**src/rtl/simon_host_if.sv**
```systemverilog
// rtl/simon_host_if.sv - host-side word-stream initiator for the SIMON 32/64 core
//
// Purpose: assembles host words into a key (M words) or a data block (2 words),
// issues it to the cipher core over the newKey/newData handshake, captures the
// result block and streams it back out one word at a time.
//
// Ports:
//   clk, R                 clock, synchronous active-high reset
//   in_valid/in_ready      host word handshake, in_word carries the word
//   in_is_key, in_dec      transfer type and direction, sampled on the first word
//   out_valid/out_ready    result word handshake, out_word carries the word
//   key_ok, busy, err      status: key loaded, not idle, one-cycle error pulse
//   newKey, newData        registered requests to the core
//   enc_dec, readData      core direction, one-cycle result-consumed pulse
//   key, inData            key and block presented to the core
//   loadKey, loadData      core request acknowledges
//   doneKey, doneData      core completion strobes, outData is the core result
//
// Optional feature: define SIMON_HOST_TIMEOUT_EN to abandon a core request that
// stays unanswered for TIMEOUT cycles.
module simon_host_if #(
    parameter int N       = 16,
    parameter int M       = 4,
    parameter int TIMEOUT = 255,
    parameter int TW      = 8
) (
    input  logic             clk,
    input  logic             R,
    input  logic             in_valid,
    output logic             in_ready,
    input  logic [N-1:0]     in_word,
    input  logic             in_is_key,
    input  logic             in_dec,
    output logic             out_valid,
    input  logic             out_ready,
    output logic [N-1:0]     out_word,
    output logic             key_ok,
    output logic             busy,
    output logic             err,
    output logic             newKey,
    output logic             newData,
    output logic             enc_dec,
    output logic             readData,
    output logic [M*N-1:0]   key,
    output logic [2*N-1:0]   inData,
    input  logic             loadKey,
    input  logic             loadData,
    input  logic             doneKey,
    input  logic             doneData,
    input  logic [2*N-1:0]   outData
);

    localparam int CW = (M > 2) ? $clog2(M) : 1;

    generate
        if ((2 ** TW) <= TIMEOUT) begin : g_tw_check
            $error("TW is too narrow to hold TIMEOUT");
        end
    endgenerate

    typedef enum logic [2:0] {
        S_IDLE, S_COLLECT, S_KREQ, S_KWAIT, S_DREQ, S_DWAIT, S_READ, S_OUT
    } state_t;

    state_t          state, state_next;
    logic            is_key_q;
    logic            dir_q;
    logic [CW-1:0]   word_cnt;
    logic [CW-1:0]   key_sel;
    logic [2*N-1:0]  res_buf;
    logic            out_sel;
    logic            accept;
    logic            cur_is_key;
    logic            last_word;
    logic            key_ok_next;
    logic            err_next;
    logic            timeout_hit;

    // Handshaking is held off while reset is asserted so every output reads 0.
    assign in_ready   = !R && (state == S_IDLE || state == S_COLLECT);
    assign accept     = in_valid && in_ready;
    // The first word decides the transfer type; later words follow the latched type.
    assign cur_is_key = (state == S_IDLE) ? in_is_key : is_key_q;
    assign last_word  = cur_is_key ? (word_cnt == CW'(M - 1)) : (word_cnt == CW'(1));
    // Key words fill from the most significant slot downwards.
    assign key_sel    = CW'(M - 1) - word_cnt;
    assign out_valid  = (state == S_OUT);
    assign out_word   = out_sel ? res_buf[N-1:0] : res_buf[2*N-1:N];
    assign busy       = (state != S_IDLE);

`ifdef SIMON_HOST_TIMEOUT_EN
    logic [TW-1:0] tcnt;
    logic          in_wait;

    assign in_wait     = (state == S_KREQ) || (state == S_KWAIT) ||
                         (state == S_DREQ) || (state == S_DWAIT);
    assign timeout_hit = in_wait && (tcnt == TW'(TIMEOUT - 1));

    // Any state change restarts the count, so it always measures time spent in
    // the current wait state.
    always_ff @(posedge clk) begin
        if (R) begin
            tcnt <= '0;
        end else if (state_next != state) begin
            tcnt <= '0;
        end else if (in_wait) begin
            tcnt <= tcnt + TW'(1);
        end
    end
`else
    assign timeout_hit = 1'b0;
`endif

    always_comb begin
        state_next  = state;
        key_ok_next = key_ok;
        err_next    = 1'b0;
        case (state)
            S_IDLE, S_COLLECT: begin
                if (accept) begin
                    if (cur_is_key && state == S_IDLE) begin
                        key_ok_next = 1'b0;
                    end
                    if (!last_word) begin
                        state_next = S_COLLECT;
                    end else if (cur_is_key) begin
                        state_next = S_KREQ;
                    end else if (key_ok) begin
                        state_next = S_DREQ;
                    end else begin
                        err_next   = 1'b1;
                        state_next = S_IDLE;
                    end
                end
            end
            S_KREQ: begin
                if (loadKey) begin
                    if (doneKey) begin
                        key_ok_next = 1'b1;
                        state_next  = S_IDLE;
                    end else begin
                        state_next  = S_KWAIT;
                    end
                end
            end
            S_KWAIT: begin
                if (doneKey) begin
                    key_ok_next = 1'b1;
                    state_next  = S_IDLE;
                end
            end
            S_DREQ:  if (loadData) state_next = S_DWAIT;
            S_DWAIT: if (doneData) state_next = S_READ;
            S_READ:  state_next = S_OUT;
            S_OUT:   if (out_ready && out_sel) state_next = S_IDLE;
            default: state_next = S_IDLE;
        endcase
        // A genuine completion in the same cycle wins over the timeout.
        if (timeout_hit && state_next == state) begin
            err_next   = 1'b1;
            state_next = S_IDLE;
            if (state == S_KREQ || state == S_KWAIT) begin
                key_ok_next = 1'b0;
            end
        end
    end

    // Core-facing strobes are registered decodes of the next state.
    always_ff @(posedge clk) begin
        if (R) begin
            state    <= S_IDLE;
            key_ok   <= 1'b0;
            err      <= 1'b0;
            newKey   <= 1'b0;
            newData  <= 1'b0;
            enc_dec  <= 1'b0;
            readData <= 1'b0;
        end else begin
            state    <= state_next;
            key_ok   <= key_ok_next;
            err      <= err_next;
            newKey   <= (state_next == S_KREQ);
            newData  <= (state_next == S_DREQ);
            readData <= (state_next == S_READ);
            if (state_next == S_DREQ && state != S_DREQ) begin
                enc_dec <= dir_q;
            end
        end
    end

    always_ff @(posedge clk) begin
        if (R) begin
            is_key_q <= 1'b0;
            dir_q    <= 1'b0;
            word_cnt <= '0;
            key      <= '0;
            inData   <= '0;
            res_buf  <= '0;
            out_sel  <= 1'b0;
        end else begin
            if (accept) begin
                if (state == S_IDLE) begin
                    is_key_q <= in_is_key;
                    dir_q    <= in_dec;
                end
                if (cur_is_key) begin
                    key[int'(key_sel) * N +: N] <= in_word;
                end else if (!word_cnt[0]) begin
                    inData[2*N-1:N] <= in_word;
                end else begin
                    inData[N-1:0] <= in_word;
                end
                word_cnt <= last_word ? '0 : word_cnt + CW'(1);
            end
            if (state == S_DWAIT && doneData) begin
                res_buf <= outData;
            end
            if (state == S_READ) begin
                out_sel <= 1'b0;
            end else if (state == S_OUT && out_ready) begin
                out_sel <= 1'b1;
            end
        end
    end

endmodule

```
**config.mk**
```make
export PLATFORM = sky130hd
export DESIGN_NAME = simon_host_if
export DESIGN_NICKNAME = d
export VERILOG_FILES = /design/src/rtl/simon_host_if.sv
export SDC_FILE = /design/constraint.sdc
export NUM_CORES = 1
export LEC_CHECK = 0
export ABC_AREA = 1
export BUFFER_PORTS_ARGS = -buffer_cell sky130_fd_sc_hd__buf_2
export CAP_MARGIN = 5
export CORE_MARGIN = 2
export CORE_UTILIZATION = 46
export DETAILED_ROUTE_END_ITERATION = 7
export HOLD_SLACK_MARGIN = 0.12
export PLACE_DENSITY = 0.8
export SYNTH_ARGS = -nofsm -noshare
export SYNTH_HDL_FRONTEND = slang
export SYNTH_SLANG_ARGS = --single-unit
```
**constraint.sdc**
```tcl
create_clock -name clk -period 2.2 [get_ports clk]
set_input_delay 0.11 -clock clk [delete_from_list [all_inputs] [get_ports clk]]
set_output_delay 0.11 -clock clk [all_outputs]
set_load 0.01 [all_outputs]
```
==> summary.md <==
The run finished with clean final reports. The worst hold path begins at doneData. The initial antenna violation count was 0. From synthesis to final layout, the design area changed by 36.4%. Max-cap violations in this run came to 0. The min-delay analysis places its worst path in the category in -> reg.

In this run the tool buffered the top-level ports with 178 buffer cells. Summed over all layers, the routed wires come to 18.1 mm. For the combinational power share, the log shows 0.105. The first routing iteration left 595 violations. Once routing completed, OpenROAD measured the worst setup slack at 0.313 ns. The tools report the critical register-to-register path endpoint as inData[27]. Synthesis inferred 142 register bits. The synthesized design spends more area on one cell type than any other, namely dfxtp_1. Hold-critical path depth: 3. For the pin with the worst max-slew slack, the measured transition is 0.936 ns. Via count of the first global-routing pass: 5,507.

Power spread over the standard cell area amounts to 762 nW/µm². The sort of element at the start of the critical path was a register. For this run, the top clock speed supported by timing is 530 MHz.

The share of Yosys cell area claimed by the top area cell type came out at 0.486. The root buffer cell chosen for the clock tree is clkbuf_16. For this design the total switching power over the nets is 1.51 mW. The switching share of total power is 0.249. Detailed placement finished with a half-perimeter wire length of 11.2 mm. For the post-layout instance area, the log shows 7980 µm². CTS built an H-tree with a depth of 4.

179 I/O pins were placed. TritonCTS built the clock tree. By startpoint and endpoint, the worst setup path is classified as reg -> reg. The congestion estimate from routability-driven global placement came to 0.832. Across the VDD grid, the largest voltage drop is 0.000557 V. The clock arrives with 0.0103 ns of skew. In this run the worst path has a maximum fanout of 17.

Quantity of gates resized following cts: 0. TritonCTS created 17 clock buffers. No sink is reached through more buffers than the 2 on the longest clock path. Setup violations remaining at the end of the flow were counted as 0.

The most used flip-flop cell after synthesis is dfxtp_1. Core region area: 12,500 µm². Entering global routing, the biggest net connects 88 pins. The share of the cycle needed by the critical path after routing came out at 0.858. The total congestion overflow after global routing came out at 0. Setup slack on the worst reg-to-reg path comes out at 0.31 ns. Measured along the x axis, the die boundary spans 117 µm. Counting cells, the worst reg-to-reg path comes to 9.

Yosys mapped the design onto 30 distinct sky130hd cell types. End point of the worst hold path: res_buf[15]. The logs give 0 ns for the setup TNS and 2.24 ns for the worst endpoint data arrival time. The vias after detailed routing came out at 6,261. The later pin in the worst-skew pair is clocked with a latency of 0.42 ns. In this run, synthesis inferred 0 flip-flops with an integrated enable.

The filler cells instantiated in the layout total 1,110. Setup repair after global routing left no endpoint under its margin. The tree built by TritonCTS fans out to 142 sinks.

The minimum setup slack after placement is 0.330 ns. Proportion of power drawn by the clock network: 0.457. After detailed routing, the number of vias per cell comes to 5.17.

The instance count after placement with tap cells included was 1,124. The worst slew margin relative to its limit was 0.376. STA classifies the critical path endpoint as a register. The average detailed-routed wire length per instance works out to 15.0 µm. The run gives 41 as the number of core rows. The static leakage power is 3.54 nW, and the total count of max-transition violations in the final report is 0.

Measured along the y axis, the die boundary spans 117 µm. The initial core utilization was 0.467. Synthesis produced 814 cells. STA puts the critical path data required time at 2.55 ns. The shortest clock period the worst path allows after layout works out to 1.89 ns. Before antenna repair, the detailed router went through 5 iterations. The sequential fraction of the synthesis area was 0.486.

Total power: 6.08 mW. The internal power of the cells totals 4.57 mW. Summing all placed instances gives a cell area of 6840 µm². The first-pass GRT wire length was 27.1 mm. Clock-pin slew was measured on the worst setup and hold paths at 0.06 ns. A synthesized cell averages 7.18 µm². The register share of total power is 0.439, and the floorplan die area is 13,600 µm². When the netlist entered floorplanning its net count stood at 876.

The logs give 0 for the remaining number of nets flagged by the antenna check after routing and 0.258 for the global routing usage summed across all routing layers. Sorting the synthesized cells by area gives the leading types as dfxtp_1 49%, nand2_1 11%, nor2_1 9.1%, o21ai_0 7.1%, nand3_1 6.1%. The async set-reset flop share out of synthesis is 0. Share of final-layout standard cells stronger than drive strength 1: 0.238. In this run the cell area of the synthesized design comes to 5850 µm². Startpoint of the worst register-to-register path: state[1].

The number of warnings issued by yosys is 0, and the number of diodes added for antenna fixing is 0. The logs give 1,211 for the non-filler instance count after layout and 0 for the number of hold violations in the final report. In the routed design, unresolved DRC markers number 0. The final net count came out at 1,089.
power groups by stage:
stage	combinational [mW]	sequential [mW]	clock, mW
after global routing	0.697	2.67	2.94
final	0.637	2.67	2.78
after floorplan	0.315	2.74	0
after global placement	0.546	2.72	0
after CTS	0.625	2.67	2.82
after detailed placement	0.554	2.72	0
layout make-up:
type / count / area [µm²] / share of cell area
clock inverter: 9 / 83.8 / 0.0105
inverter: 43 / 164 / 0.0206
timing repair buffer: 249 / 1580 / 0.198
clock buffer: 22 / 494 / 0.0620
multi-input combinational: 574 / 2600 / 0.326
tap: 172 / 215 / 0.0270
sequential: 142 / 2840 / 0.356
state kept, by name, summed over array words and instances (netlist names):
name      count
key          64
key_ok        1
word_cnt      2
dir_q         1
readData      1
newData       1
err           1
res_buf      32
state         3
newKey        1
enc_dec       1
out_sel       1
is_key_q      1
inData       32
cells in the mapped netlist (2+ instances only):
cell type,count
inv_1,35
o21ai_1,20
nand3_2,3
inv_2,6
buf_1,5
nor2_1,141
buf_6,2
a21oi_1,70
nand4_1,2
o21ai_0,83
clkbuf_1,32
nor2_8,2
dfxtp_1,142
nand2_2,4
nand2_1,164
nand3_1,71
ha_1,4
buf_2,14
nor2_2,3
kinds of logic (layout without fill, tap and decap cells):
kind of cell | count (synthesis) | in the layout | synth area share
flops | 142 | 142 | 0.486
buf+inv | 98 | 323 | 0.0695
simple gates | 394 | 394 | 0.284
compound gates | 176 | 176 | 0.152
fa+ha+maj | 4 | 4 | 0.00856
worst max path at each step:
stage                            from          to  slack (ns)
final                        state[1]  inData[27]        0.31
after detailed placement     state[1]  inData[25]        0.33
after CTS                    state[1]  inData[30]        0.32
after global routing         state[1]  inData[23]        0.15
after global placement       state[1]  inData[20]        0.42
after floorplan           word_cnt[0]     key[54]       0.009
critical path: stages (launching register included):
cell and delay, ns:
dfxtp_1 0.34, nor2_4 0.18, nand2_2 0.12, nor2_8 0.18, inv_2 0.11, nor2_8 0.15, nand2_2 0.22, inv_2 0.33
nor2_1 0.07, nor2_1 0.10
cell usage in the layout, fill, tap and decap left out, drive strengths merged, types with 2 or more instances in the layout:
cell type	netlist	layout
a21oi	70	70
clkinv	2	5
nand4	2	2
clkbuf	33	22
o21ai	103	103
nand2	169	169
dlygate4sd3	0	56
nor2	147	147
clkinvlp	0	4
inv	41	42
dfxtp	142	142
ha	4	4
nand3	74	74
buf	22	193
through the flow:
stage          hold slack, ns  utilization
2_1_floorplan           0.259            -
3_3_place_gp            0.384        0.546
3_5_place_dp            0.391        0.546
4_1_cts                 0.120        0.637
5_1_grt                 0.143        0.637
6_report                0.138        0.637
routing by layer:
| layer | wire length, µm | GRT usage | vias to the layer above |
|---|---|---|---|
| met5 | 0 | 0 | - |
| met3 | 1570 | 0.0742 | 38 |
| met1 | 7620 | 0.316 | 2898 |
| met2 | 8560 | 0.426 | 269 |
| met4 | 376 | 0.108 | 0 |
| li1 | - | - | 3056 |
repair_timing:
| action | in CTS | in global routing |
|---|---|---|
| endpoints found under the hold margin | 79 | 0 |
| hold buffers | 56 | 0 |
| buffers inserted | 0 | 0 |
| setup endpoints to repair | 0 | 0 |
Power figures use the tool's default switching activity.
